[src/rtl/vrc6_apu_if.sv]
// CPU write bus between the VRC6 mapper decode and the expansion audio block.
// The mapper drives (master); the APU only samples (slave).
interface vrc6_apu_if;
    logic [15:0] cpu_addr;
    logic [7:0]  cpu_data_in;
    logic        cpu_we;

    modport master (output cpu_addr, output cpu_data_in, output cpu_we);
    modport slave  (input  cpu_addr, input  cpu_data_in, input  cpu_we);
endinterface

[src/rtl/vrc6_apu.sv]
// VRC6 expansion audio: two pulse channels, optional sawtooth, 6-bit mixer.
// The sawtooth channel is only built when VRC6_APU_SAW_EN is defined; without it
// $B000-$B002 writes are ignored and the mix is pulse-only.
module vrc6_apu #(
    parameter int unsigned AUDIO_W = 16
) (
    input  logic               clk,
    input  logic               reset_n,
    vrc6_apu_if.slave          bus,
    output logic [AUDIO_W-1:0] audio_out
);

    // Effective divider period: >>8 takes priority over >>4.
    function automatic logic [11:0] peff(input logic [11:0] per, input logic s4, input logic s8);
        if (s8)      return per >> 8;
        else if (s4) return per >> 4;
        return per;
    endfunction

    logic [3:0] page_w;
    logic [1:0] reg_w;
    logic       pl_sel;
    logic       unused_addr;

    assign page_w      = bus.cpu_addr[15:12];
    assign reg_w       = bus.cpu_addr[1:0];
    assign pl_sel      = (page_w == 4'hA);
    assign unused_addr = ^bus.cpu_addr[11:2];

    // Register file
    logic [1:0]       pl_ign_q;
    logic [1:0][2:0]  pl_duty_q;
    logic [1:0][3:0]  pl_vol_q;
    logic [1:0][11:0] pl_per_q;
    logic [1:0]       pl_en_q;
    logic             halt_q;
    logic             shr4_q;
    logic             shr8_q;

    // Divider state
    logic [1:0][11:0] pl_cnt_q, pl_cnt_d;
    logic [1:0][3:0]  pl_step_q, pl_step_d;
    logic [1:0][3:0]  pl_out;
    logic [4:0]       saw_out;

    logic [5:0]         sum6;
    logic [AUDIO_W-1:0] audio_q, audio_d;

    // Pulse and global register writes from the mapper bus
    always_ff @(posedge clk or negedge reset_n) begin
        if (!reset_n) begin
            pl_ign_q  <= '0;
            pl_duty_q <= '0;
            pl_vol_q  <= '0;
            pl_per_q  <= '0;
            pl_en_q   <= '0;
            halt_q    <= 1'b0;
            shr4_q    <= 1'b0;
            shr8_q    <= 1'b0;
        end else if (bus.cpu_we && (page_w == 4'h9 || page_w == 4'hA)) begin
            case (reg_w)
                2'd0: begin
                    pl_ign_q[pl_sel]  <= bus.cpu_data_in[7];
                    pl_duty_q[pl_sel] <= bus.cpu_data_in[6:4];
                    pl_vol_q[pl_sel]  <= bus.cpu_data_in[3:0];
                end
                2'd1: pl_per_q[pl_sel][7:0] <= bus.cpu_data_in;
                2'd2: begin
                    pl_en_q[pl_sel]         <= bus.cpu_data_in[7];
                    pl_per_q[pl_sel][11:8]  <= bus.cpu_data_in[3:0];
                end
                default: begin
                    if (!pl_sel) begin
                        halt_q <= bus.cpu_data_in[0];
                        shr4_q <= bus.cpu_data_in[1];
                        shr8_q <= bus.cpu_data_in[2];
                    end
                end
            endcase
        end
    end

    // Pulse dividers, duty steps and channel outputs
    always_comb begin
        for (int unsigned i = 0; i < 2; i++) begin
            pl_cnt_d[i]  = pl_cnt_q[i];
            pl_step_d[i] = pl_step_q[i];
            if (!pl_en_q[i]) begin
                pl_cnt_d[i]  = peff(pl_per_q[i], shr4_q, shr8_q);
                pl_step_d[i] = '1;
            end else if (!halt_q) begin
                if (pl_cnt_q[i] == '0) begin
                    pl_cnt_d[i]  = peff(pl_per_q[i], shr4_q, shr8_q);
                    pl_step_d[i] = pl_step_q[i] - 4'd1;
                end else begin
                    pl_cnt_d[i] = pl_cnt_q[i] - 12'd1;
                end
            end
            pl_out[i] = (pl_en_q[i] && (pl_ign_q[i] || pl_step_q[i] <= {1'b0, pl_duty_q[i]}))
                        ? pl_vol_q[i] : '0;
        end
    end

    // Pulse divider state register; duty steps idle at 15
    always_ff @(posedge clk or negedge reset_n) begin
        if (!reset_n) begin
            pl_cnt_q  <= '0;
            pl_step_q <= '1;
        end else begin
            pl_cnt_q  <= pl_cnt_d;
            pl_step_q <= pl_step_d;
        end
    end

`ifdef VRC6_APU_SAW_EN
    logic [5:0]  sw_rate_q;
    logic [11:0] sw_per_q;
    logic        sw_en_q;
    logic [11:0] sw_cnt_q, sw_cnt_d;
    logic [3:0]  sw_phase_q, sw_phase_d;
    logic [7:0]  sw_acc_q, sw_acc_d;

    // Sawtooth register writes ($B003 belongs to the mapper)
    always_ff @(posedge clk or negedge reset_n) begin
        if (!reset_n) begin
            sw_rate_q <= '0;
            sw_per_q  <= '0;
            sw_en_q   <= 1'b0;
        end else if (bus.cpu_we && page_w == 4'hB) begin
            case (reg_w)
                2'd0: sw_rate_q <= bus.cpu_data_in[5:0];
                2'd1: sw_per_q[7:0] <= bus.cpu_data_in;
                2'd2: begin
                    sw_en_q        <= bus.cpu_data_in[7];
                    sw_per_q[11:8] <= bus.cpu_data_in[3:0];
                end
                default: ;
            endcase
        end
    end

    // Sawtooth divider, 14-phase sequencer and accumulator.
    // The rate is added on the reload that moves into an odd phase, so the
    // accumulator climbs seven times (0..7R) before the phase-13 clear.
    always_comb begin
        sw_cnt_d   = sw_cnt_q;
        sw_phase_d = sw_phase_q;
        sw_acc_d   = sw_acc_q;
        if (!sw_en_q) begin
            sw_cnt_d   = peff(sw_per_q, shr4_q, shr8_q);
            sw_phase_d = '0;
            sw_acc_d   = '0;
        end else if (!halt_q) begin
            if (sw_cnt_q == '0) begin
                sw_cnt_d = peff(sw_per_q, shr4_q, shr8_q);
                if (sw_phase_q == 4'd13) begin
                    sw_phase_d = '0;
                    sw_acc_d   = '0;
                end else begin
                    sw_phase_d = sw_phase_q + 4'd1;
                    if (!sw_phase_q[0]) sw_acc_d = sw_acc_q + {2'b00, sw_rate_q};
                end
            end else begin
                sw_cnt_d = sw_cnt_q - 12'd1;
            end
        end
    end

    // Sawtooth state register
    always_ff @(posedge clk or negedge reset_n) begin
        if (!reset_n) begin
            sw_cnt_q   <= '0;
            sw_phase_q <= '0;
            sw_acc_q   <= '0;
        end else begin
            sw_cnt_q   <= sw_cnt_d;
            sw_phase_q <= sw_phase_d;
            sw_acc_q   <= sw_acc_d;
        end
    end

    assign saw_out = sw_acc_q[7:3];
`else
    assign saw_out = '0;
`endif

    // Mixer: 6-bit sum left-justified into the output word
    always_comb begin
        sum6    = 6'(pl_out[0]) + 6'(pl_out[1]) + 6'(saw_out);
        audio_d = AUDIO_W'(sum6) << (AUDIO_W - 6);
    end

    // Output sample register
    always_ff @(posedge clk or negedge reset_n) begin
        if (!reset_n) audio_q <= '0;
        else          audio_q <= audio_d;
    end

    assign audio_out = audio_q;

endmodule

[src/flat_wrapper.sv]
// flat-port wrapper written by rule: the top's interface ports become plain ports
module vrc6_apu_flat 
#(
    parameter int unsigned AUDIO_W = 16
)
  (clk, reset_n, audio_out, bus_cpu_addr, bus_cpu_data_in, bus_cpu_we);
  vrc6_apu_if bus_i ();
  input  logic clk;
  input  logic reset_n;
  output logic [AUDIO_W-1:0] audio_out;
  input wire logic [$bits(bus_i.cpu_addr)-1:0] bus_cpu_addr;
  input wire logic [$bits(bus_i.cpu_data_in)-1:0] bus_cpu_data_in;
  input wire logic [$bits(bus_i.cpu_we)-1:0] bus_cpu_we;
  assign bus_i.cpu_addr = bus_cpu_addr;
  assign bus_i.cpu_data_in = bus_cpu_data_in;
  assign bus_i.cpu_we = bus_cpu_we;
  vrc6_apu #(.AUDIO_W(AUDIO_W)) u_core (.clk(clk), .reset_n(reset_n), .bus(bus_i), .audio_out(audio_out));
endmodule
[config.mk]
export PLATFORM = sky130hd
export DESIGN_NAME = vrc6_apu_flat
export DESIGN_NICKNAME = d
export VERILOG_FILES = /design/src/rtl/vrc6_apu_if.sv /design/src/rtl/vrc6_apu.sv /design/src/flat_wrapper.sv
export SDC_FILE = /design/constraint.sdc
export NUM_CORES = 1
export LEC_CHECK = 0
export CAP_MARGIN = 25
export CORE_UTILIZATION = 45
export CTS_CLUSTER_DIAMETER = 100
export DETAILED_ROUTE_END_ITERATION = 10
export HOLD_SLACK_MARGIN = 0.02
export PLACE_DENSITY = 0.65
export SYNTH_ARGS = -nofsm -noshare
export SYNTH_HDL_FRONTEND = slang
export SYNTH_SLANG_ARGS = --single-unit
[constraint.sdc]
create_clock -name clk -period 2.6 [get_ports clk]
set_input_delay 0.65 -clock clk [delete_from_list [all_inputs] [get_ports clk]]
set_output_delay 0.65 -clock clk [all_outputs]
set_load 0.005 [all_outputs]
==> results.cfg <==
[timing]
finalCritPeriodShare_pct = 94.9
max_freq_mhz = 405
slew_headroom_pct = 56.5
setup_viol = 0
finClkSkew_ps = 10.6
tightest_slew_ps = 645
period_minus_slack_ps = 2470
rsz0062_at_grt = no
fin_setup_tns_ps = 0
maxSlewViolCount = 0
hold_viol = 0

[grt]
grt.busiest_layer = met2
antenna_found_initial = 0
grt_use_total_pct = 20.2
grt_pass1_vias = 3489
grt_use_met1_pct = 26.8
use_met2_pct = 32.7
grt_start_max_net_pins = 41
met3_usage_pct = 3.46
gr-total-overflow = 0
grt_pass1_wl_um = 17200

[placed_design]
hpwlAfterDp_um = 7380
portBuffers = 21
place_congestion = 0.874
dp_cells = 600

[finish]
nets = 525
antenna_cells = 0
area_growth_pct = 12.5
multi_input_area_sq_um = 2390
fillers = 897
layoutNonFillerInstCount = 616
regArea_sq_um = 2060
drive_above_1_share_pct = 21.3

[synthesis]
synth-main-ff-cell = dfrtp_1
netlist_instances = 455
synth_edf_count = 0
yosysTopAreaCell = dfrtp_1
ys_ff_latch = 82
ys_types = 64
yosysSeqAreaShare_pct = 44.4
async_flop_share_pct = 100
ys.warnings.count = 0
synth_top_area_share_pct = 39.9
synthesis.area_sq_um = 4640
avgSynthCellArea_sq_um = 10.2
synthTopCellsByArea = dfrtp_1 (40%), mux2_2 (11%), ha_1 (5.1%)

[clock_network]
cts_htree_levels = 3
cts_buffer_depth = 2
cts_tree = yes
cts_buffers = 9
clk_pin_slew_ps = 90
cts.sinks = 82
cts-root-buf = clkbuf_8
clkLatencyLatePin_ps = 360

[drt]
first_pass_iters = 4
via_per_inst = 5.55
wl_um = 10100
drtIter0Drc = 202
wl_per_cell_um = 16.3
drtAntennaViolNets = 0
drc = 0
vias = 3419

[setup_path]
worstSetupStartpoint = u_core.pl_step_q[5]
crit_end = u_core.audio_out[14]
critPathLaunchType = flip-flop
endpoint_kind = flip-flop
r2r_end = u_core.audio_out[14]
r2r-start = u_core.pl_step_q[5]
critPathArrivalTime_ps = 2760
r2r_cells = 12
worstPathRequired_ps = 2890
path_class = flip-flop to flip-flop
cp_max_fo = 5
ff2ff_setup_slack_ps = 130

[die]
die_area_sq_um = 10700
die_x_um = 104
rows = 36
core_sq_um = 9910
boundaryPins = 43
die_y_um = 104
initial_utilization_pct = 46.9

[min_path]
hold_path_class = input pin to async pin

[power]
p_leak_uw = 0.00238
powerDensity_nw_per_um2 = 794
max-vdd-ir-drop_mv = 0.399

[run]
cap_violations = 0

[outcome]
status = completed
layer usage:
metal	vias to the layer above	routed length (um)
met5	-	0
met4	0	291
met3	24	415
met2	80	4690
met1	1653	4670
li1	1662	-
critical path: stages, from the launching register on:
cell	delay, ps
dfstp_2	560
ha_1	240
nor2b_1	140
o21a_1	160
o21ai_1	150
a21oi_2	120
nor2_1	150
ha_1	190
inv_1	60
fa_2	360
nor2b_2	110
o21ai_0	80
nand2b_1	80
per-stage QoR:
stage	util, %	total power, uW	cell area [sq um]	worst slack [ps]	hold slack [ps]
CTS	52.6	4150	5220	42.2	268
global route	52.7	4430	5220	13.8	287
global placement	50.5	3100	5000	55.4	468
finish	52.7	4150	5220	131	260
detailed placement	50.5	3140	5000	21.7	486
floorplan	-	2740	4680	234	354
Yosys cell counts, drive strengths merged, types with 6 or more instances:
library cell	instances
clkbuf	18
o211ai	6
dfstp	8
mux2i	15
o21ai	23
inv	20
or3	6
o311ai	7
nand2	47
and3	6
a21oi	13
or2	6
buf	14
nand3	19
mux2	47
dfrtp	74
nor2	28
ha	19
nor3	8
cell usage in the layout, fill, tap and decap left out, types with 4 or more instances in the layout:
master / count
buf_4: 13
nand4_1: 5
nand3b_1: 4
xnor2_1: 5
or2_2: 5
o21ai_0: 19
nor2_1: 28
o21a_1: 4
nor3_1: 7
dfstp_2: 8
or3_1: 6
dfrtp_1: 74
clkbuf_8: 9
conb_1: 11
and3_1: 6
mux2i_1: 15
ha_1: 19
inv_1: 20
clkdlybuf4s50_1: 20
nand3_1: 18
o311ai_0: 6
a21oi_1: 11
o211ai_1: 6
mux2_2: 46
nand2_1: 45
final cells by class:
cell class | count | area share (%)
Clock buffer | 10 | 2.44
Clock inverter | 6 | 1.58
Inverter | 20 | 1.44
Multi-Input combinational cell | 331 | 45.8
Sequential cell | 82 | 39.5
Tap cell | 133 | 3.19
Timing Repair Buffer | 34 | 6.08
registers in the layout (all words and copies together), names as in the netlist:
name	flops
u_core.pl_cnt_q	24
u_core.pl_per_q	24
u_core.pl_step_q	8
u_core.pl_vol_q	8
u_core.pl_duty_q	6
u_core.audio_out	5
u_core.pl_en_q	2
u_core.pl_ign_q	2
u_core.halt_q	1
u_core.shr4_q	1
u_core.shr8_q	1
power breakdown:
group | switching, uW | leakage (uW) | internal [uW] | total, uW
Combinational | 803 | 0.00121 | 601 | 1400
Sequential | 234 | 0.00107 | 1500 | 1740
Clock | 472 | 0.000106 | 537 | 1010
Total | 1510 | 0.00238 | 2640 | 4150
kinds of logic (layout without fill, tap and decap cells):
family / after synthesis / count (layout) / synth area share, %
flops: 82 / 82 / 44.4
buf+inv: 52 / 70 / 5.15
mux: 62 / 62 / 14.7
simple gates: 151 / 151 / 16.8
fa+ha+maj: 20 / 20 / 5.55
other cells: 1 / 11 / 0.0808
xor+xnor: 7 / 7 / 1.32
compound gates: 80 / 80 / 12.0
worst min path at each step:
stage	endpoint	slack (ps)
2_1_floorplan	u_core.audio_out[10]	350
3_5_place_dp	u_core.pl_cnt_q[18]	490
5_1_grt	u_core.pl_per_q[1]	290
3_3_place_gp	u_core.pl_cnt_q[18]	470
6_report	u_core.pl_duty_q[1]	260
4_1_cts	u_core.pl_per_q[1]	270
timing repair:
action                     4_1_cts  5_1_grt
setup endpoints to repair        1        2
hold endpoints to repair         0        0
pin swaps                        0        1
setup buffers                    0        0
hold buffers                     0        0
gates resized for setup          2        4
Note: power is estimated with default switching activity, not from simulation.
